## config.mk

```make
export PLATFORM = sky130hd
export DESIGN_NAME = pipelined_shifter
export DESIGN_NICKNAME = d
export VERILOG_FILES = /design/src/rtl/shifter_pkg.sv /design/src/rtl/shifter_stage.sv /design/src/rtl/pipelined_shifter.sv
export SDC_FILE = /design/constraint.sdc
export NUM_CORES = 1
export LEC_CHECK = 0
export CAP_MARGIN = 20
export CORE_ASPECT_RATIO = 0.75
export CORE_MARGIN = 2
export CORE_UTILIZATION = 45
export DETAILED_ROUTE_END_ITERATION = 12
export GPL_ROUTABILITY_DRIVEN = 0
export PLACE_DENSITY = 0.63
export SYNTH_ARGS = -nofsm -noshare
export SYNTH_HDL_FRONTEND = slang
export SYNTH_HIERARCHICAL = 1
export SYNTH_SLANG_ARGS = --single-unit
```

## constraint.sdc

```tcl
create_clock -name i_clk -period 2.05 [get_ports i_clk]
set_clock_uncertainty 0.05 [all_clocks]
set_input_delay 0.41 -clock i_clk [delete_from_list [all_inputs] [get_ports i_clk]]
set_output_delay 0.41 -clock i_clk [all_outputs]
set_load 0.02 [all_outputs]
```

## src/rtl/shifter_pkg.sv

```systemverilog
// Shared definitions for the pipelined barrel shifter: op encodings and bit reversal.
package shifter_pkg;

   typedef enum logic [1:0] {
      SHIFT_SLL = 2'b00,
      SHIFT_SRL = 2'b01,
      SHIFT_SRA = 2'b10,
      SHIFT_ROR = 2'b11
   } shift_op_e;

   localparam int unsigned MaxWidth = 64;

   // Reverses the low i_width bits into the low i_width bits; upper bits return zero.
   function automatic logic [MaxWidth-1:0] bit_reverse(input logic [MaxWidth-1:0] i_data,
                                                       input int unsigned          i_width);
      logic [MaxWidth-1:0] v_rev;
      v_rev = '0;
      for (int i = 0; i < int'(MaxWidth); i++) begin
         if (i < int'(i_width)) v_rev[i] = i_data[int'(i_width) - 1 - i];
      end
      return v_rev;
   endfunction

endpackage

```

## src/rtl/shifter_stage.sv

```systemverilog
// One log2 stage of the barrel shifter: a fixed-distance right shift with per-mode fill.
module shifter_stage
   import shifter_pkg::*;
#(
   parameter int unsigned WIDTH = 32,
   parameter int unsigned DIST  = 1
) (
   input  logic [WIDTH-1:0] i_data,
   input  logic             i_enable,
   input  logic [1:0]       i_op,
   input  logic             i_sign,
   output logic [WIDTH-1:0] o_data
);

   // Left shifts arrive bit-reversed, so every mode is a right shift here.
   always_comb begin
      o_data = i_data;
      if (i_enable) begin
         unique case (i_op)
            SHIFT_SLL, SHIFT_SRL: o_data = i_data >> DIST;
            SHIFT_SRA:            o_data = {{DIST{i_sign}}, i_data[WIDTH-1:DIST]};
            SHIFT_ROR:            o_data = {i_data[DIST-1:0], i_data[WIDTH-1:DIST]};
            default:              o_data = i_data;
         endcase
      end
   end

endmodule

```

## src/rtl/pipelined_shifter.sv

```systemverilog
// Pipelined barrel shifter (SLL/SRL/SRA/ROR), one register per log2 stage,
// valid/ready flow control with bubble collapsing, tag passthrough and flush.
module pipelined_shifter
   import shifter_pkg::*;
#(
   parameter int unsigned WIDTH   = 32,
   parameter int unsigned SHAMT_W = $clog2(WIDTH),
   parameter int unsigned TAG_W   = 5
) (
   input  logic               i_clk,
   input  logic               i_rst_n,
   input  logic               i_flush,
   input  logic               i_in_valid,
   output logic               o_in_ready,
   input  logic [WIDTH-1:0]   i_in_data,
   input  logic [SHAMT_W-1:0] i_in_shamt,
   input  logic [1:0]         i_in_op,
   input  logic [TAG_W-1:0]   i_in_tag,
   output logic               o_out_valid,
   input  logic               i_out_ready,
   output logic [WIDTH-1:0]   o_out_data,
   output logic [TAG_W-1:0]   o_out_tag
);

   logic [WIDTH-1:0]   r_data  [SHAMT_W];
   logic [SHAMT_W-1:0] r_shamt [SHAMT_W];
   logic [1:0]         r_op    [SHAMT_W];
   logic [TAG_W-1:0]   r_tag   [SHAMT_W];
   logic [SHAMT_W-1:0] r_sign;
   logic [SHAMT_W-1:0] r_valid;

   logic [WIDTH-1:0]   w_src_data  [SHAMT_W];
   logic [SHAMT_W-1:0] w_src_shamt [SHAMT_W];
   logic [1:0]         w_src_op    [SHAMT_W];
   logic [TAG_W-1:0]   w_src_tag   [SHAMT_W];
   logic [SHAMT_W-1:0] w_src_sign;
   logic [SHAMT_W-1:0] w_src_valid;
   logic [WIDTH-1:0]   w_stage_out [SHAMT_W];
   logic [WIDTH-1:0]   w_cap_data  [SHAMT_W];
   logic [SHAMT_W-1:0] w_en;
   logic               w_in_fire;

   // A stage may capture if it or any stage downstream of it has room this cycle.
   always_comb begin : p_advance
      logic v_room;
      w_en   = '0;
      v_room = i_out_ready;
      for (int k = int'(SHAMT_W) - 1; k >= 0; k--) begin
         v_room  = v_room || !r_valid[k];
         w_en[k] = v_room;
      end
   end

   assign o_in_ready = i_rst_n && !i_flush && w_en[0];
   assign w_in_fire  = i_in_valid && o_in_ready;

   always_comb begin : p_source
      w_src_valid[0] = w_in_fire;
      w_src_data[0]  = (i_in_op == SHIFT_SLL) ?
                       WIDTH'(bit_reverse(MaxWidth'(i_in_data), WIDTH)) : i_in_data;
      w_src_shamt[0] = i_in_shamt;
      w_src_op[0]    = i_in_op;
      w_src_sign[0]  = i_in_data[WIDTH-1];
      w_src_tag[0]   = i_in_tag;
      for (int k = 1; k < int'(SHAMT_W); k++) begin
         w_src_valid[k] = r_valid[k-1];
         w_src_data[k]  = r_data[k-1];
         w_src_shamt[k] = r_shamt[k-1];
         w_src_op[k]    = r_op[k-1];
         w_src_sign[k]  = r_sign[k-1];
         w_src_tag[k]   = r_tag[k-1];
      end
   end

   for (genvar k = 0; k < int'(SHAMT_W); k++) begin : g_stage
      shifter_stage #(
         .WIDTH (WIDTH),
         .DIST  (2 ** k)
      ) u_stage (
         .i_data   (w_src_data[k]),
         .i_enable (w_src_shamt[k][k]),
         .i_op     (w_src_op[k]),
         .i_sign   (w_src_sign[k]),
         .o_data   (w_stage_out[k])
      );
   end

   // Undo the entry reversal before the last register so outputs come straight from flops.
   always_comb begin : p_capture
      for (int k = 0; k < int'(SHAMT_W) - 1; k++) w_cap_data[k] = w_stage_out[k];
      w_cap_data[SHAMT_W-1] = (w_src_op[SHAMT_W-1] == SHIFT_SLL) ?
         WIDTH'(bit_reverse(MaxWidth'(w_stage_out[SHAMT_W-1]), WIDTH)) :
         w_stage_out[SHAMT_W-1];
   end

   always_ff @(posedge i_clk or negedge i_rst_n) begin
      if (!i_rst_n) begin
         r_valid <= '0;
         r_sign  <= '0;
         for (int k = 0; k < int'(SHAMT_W); k++) begin
            r_data[k]  <= '0;
            r_shamt[k] <= '0;
            r_op[k]    <= '0;
            r_tag[k]   <= '0;
         end
      end else begin
         for (int k = 0; k < int'(SHAMT_W); k++) begin
            if (i_flush) begin
               r_valid[k] <= 1'b0;
            end else if (w_en[k]) begin
               r_valid[k] <= w_src_valid[k];
            end
            if (w_en[k]) begin
               r_data[k]  <= w_cap_data[k];
               r_shamt[k] <= w_src_shamt[k];
               r_op[k]    <= w_src_op[k];
               r_sign[k]  <= w_src_sign[k];
               r_tag[k]   <= w_src_tag[k];
            end
         end
      end
   end

   assign o_out_valid = r_valid[SHAMT_W-1];
   assign o_out_data  = r_data[SHAMT_W-1];
   assign o_out_tag   = r_tag[SHAMT_W-1];

endmodule

```

==> results by group <==
Run status
  • Status: finished with violations
  • Failing checks: setup timing

Detailed routing
  • Post-Route WL: 22.5 mm
  • DRC errors left: 0
  • Routed via count: 6515
  • Post-route ant nets: 0
  • WL/cell: 17.7 µm
  • DRT iter0 DRCs: 322
  • Vias per cell: 5.14
  • Pre-antenna DRT Iters: 4

Worst setup path
  • FF-to-FF path depth: 5
  • R2r startpoint: r_valid[2]$_DFFE_PN0P_
  • CP arrival: 1620 ps
  • Slowest library cell on the worst path: dfrtp_1
  • Crit-path cells: and4b_2, and3_4, nor3b_2, buf_4
  • Reg2reg end: r_tag[21]$_DFFE_PN0P_
  • R2r setup slk: 180 ps
  • Setup CP Type: reg -> out
  • Crit path largest cell delay: 390 ps
  • CP endpoint kind: primary output
  • CP Data Required Time: 1590 ps
  • Startpoint types: register
  • Crit-path max FO: 2

Timing
  • Setup violations, final: 1
  • Final worst path period share: 101%
  • RSZ-0062 raised after global routing: yes
  • Max-slew violation count: 0
  • Setup ws final: -29.4 ps
  • Slew headroom: 59.3%
  • Tmin final: 2080 ps
  • Hold Vio Cnt, Final: 0
  • Slew @ Worst Pin: 611 ps
  • Max Fclk: 481 MHz

Placement
  • Dpl hpwl: 15.8 mm
  • IO Port Bufs: 87
  • Area after DPL: 12700 µm²

Finish
  • P&R area growth vs syn: 14.2%
  • Design area: 13600 µm²
  • Antenna diode count: 0
  • Nets: 957
  • Share of layout cells above drive strength 1: 45.9%

Synth
  • Post-Synthesis Cells: 856
  • Synthesized flop and latch total: 212
  • Most frequent cell after synthesis: dfrtp_1
  • Post-synthesis sequential area ratio: 44.7%
  • Synth top cells by count: dfrtp_1, mux2_2, mux2_4, mux2i_1, buf_4
  • Asr flop ratio synth: 100%
  • Cell Area, Synth: 11900 µm²
  • Ys flop type: dfrtp_1
  • Ys Warns: 6
  • Syn avg cell area: 13.9 µm²
  • Synth area leaders: dfrtp_1, mux2_4, mux2_2
  • Synth cell types: 25
  • Post-synth EDFFs: 0
  • Yosys top cell area share: 44.7%
  • Top cell type by total area after synthesis: dfrtp_1
  • Net Count, Synth: 905

Min path
  • Hold depth: 3
  • Worst hold path type: in -> reg
  • Worst Hold End: r_valid[0]$_DFFE_PN0P_
  • Hold_sp: i_in_valid

Global routing
  • Total grt overflow: 0
  • First-pass GRT wire length: 37.5 mm
  • Initial antenna violation count: 0
  • Gr usage total: 17.0%
  • Pin count of the biggest net entering global routing: 109
  • Vias in the first global route: 6804

Floorplanning
  • Die Y: 145 µm
  • Die area: 27700 µm²
  • Initial Utilization: 45.7%
  • I/O pin cnt: 88
  • Cell Rows: 51
  • Core Area: 26000 µm²
  • Die Width: 192 µm

Pwr
  • Pleak: 6.15 nW
  • Total power: 11.6 mW
  • Maximum vdd drop: 0.577 mV
  • Power per Cell Area: 854 nW/µm²

CTS
  • CTS sink cnt: 212
  • Clock Latency Late Sink: 500 ps
  • H-Tree Depth: 1
  • Root Buffer: clkbuf_16
  • Reg clk slew, reported paths: 60 ps
  • Clock buffer count from CTS: 23
  • Clk buf depth: 3
  • TritonCTS clock tree: yes

Flow run
  • Max Cap Viol: 0
flip-flops by register name, summed over array words and instances, names as in the netlist:
name and count:
o_out_data 32, r_valid 5, r_tag 20, r_data 128, r_shamt 10, r_sign 4, r_op 8, o_out_tag 5
cells by family (layout without fill, tap and decap cells):
family,after synthesis,after routing,synth area share (%)
buf+inv,126,194,8.11
simple gates,53,53,2.00
flops,212,212,44.7
mux,399,399,42.1
compound gates,66,66,3.11
worst max-delay path: cells and delay by family, from the launching register on:
family,cells,cell delay [ps]
buffers and inverters,1,160
flip-flops,1,390
AND/OR/NAND/NOR,3,570
what timing repair did:
item                       CTS  global route
setup endpoints to repair    1            85
hold buffers                 1             0
hold endpoints to repair    79             0
setup buffers                1             0
pin swaps                    3             2
gates resized for setup      8             2
final cells by class:
class | count | area [µm²]
Fill cell | 2233 | 12400
Multi-Input combinational cell | 518 | 5630
Sequential cell | 212 | 5310
Timing Repair Buffer | 122 | 1290
Clock buffer | 32 | 689
Tap cell | 344 | 430
Inverter | 31 | 116
Clock inverter | 9 | 97.6
layer usage:
metal / wire length [µm] / up-vias / track usage, %
li1: - / 3114 / -
met1: 12000 / 3293 / 25.8
met2: 9590 / 78 / 25.8
met3: 499 / 30 / 2.07
met4: 447 / 0 / 3.81
met5: 0 / - / 0
worst max-delay path by stage:
| stage | cells after the start | from | end | slack (ps) |
|---|---|---|---|---|
| 3_3_place_gp | 5 | i_out_ready | o_in_ready | -520 |
| 5_1_grt | 4 | r_valid[2]$_DFFE_PN0P_ | o_in_ready | -100 |
| 4_1_cts | 4 | r_valid[4]$_DFFE_PN0P_ | o_in_ready | -50 |
| 6_report | 4 | r_valid[2]$_DFFE_PN0P_ | o_in_ready | -30 |
| 3_5_place_dp | 5 | i_out_ready | o_in_ready | -570 |
| 2_1_floorplan | 4 | r_valid[4]$_DFFE_PN0P_ | o_in_ready | 30 |
power by group:
group / switching [mW] / internal (mW)
clock: 1.66 / 2.59
combinational: 0.826 / 1.35
sequential: 0.462 / 4.69
placed cells by master (no fill, tap or decap), types with 3 or more instances in the layout:
cell type,instances
o21ai_0,32
clkbuf_8,9
buf_4,22
clkdlybuf4s50_1,83
nand2_1,37
mux2_2,181
o22ai_1,31
mux2_4,155
buf_12,12
a21oi_1,3
nor2_1,6
mux2i_1,63
clkinv_2,6
clkbuf_16,23
dfrtp_1,211
inv_1,31
per-stage QoR:
stage               instances  setup slack, ps  util [%]  setup TNS (ps)  hold slack (ps)
finish                   1268            -29.4      52.2           -29.4              423
global route             1268            -98.9      52.2           -98.9              458
CTS                      1268            -46.7      52.2           -46.7              407
detailed placement       1225             -570      49.1          -46290              425
global placement         1225             -515      49.1          -46680              411
floorplan                 856             26.9         -               0             64.4
Power figures use the tool's default switching activity.
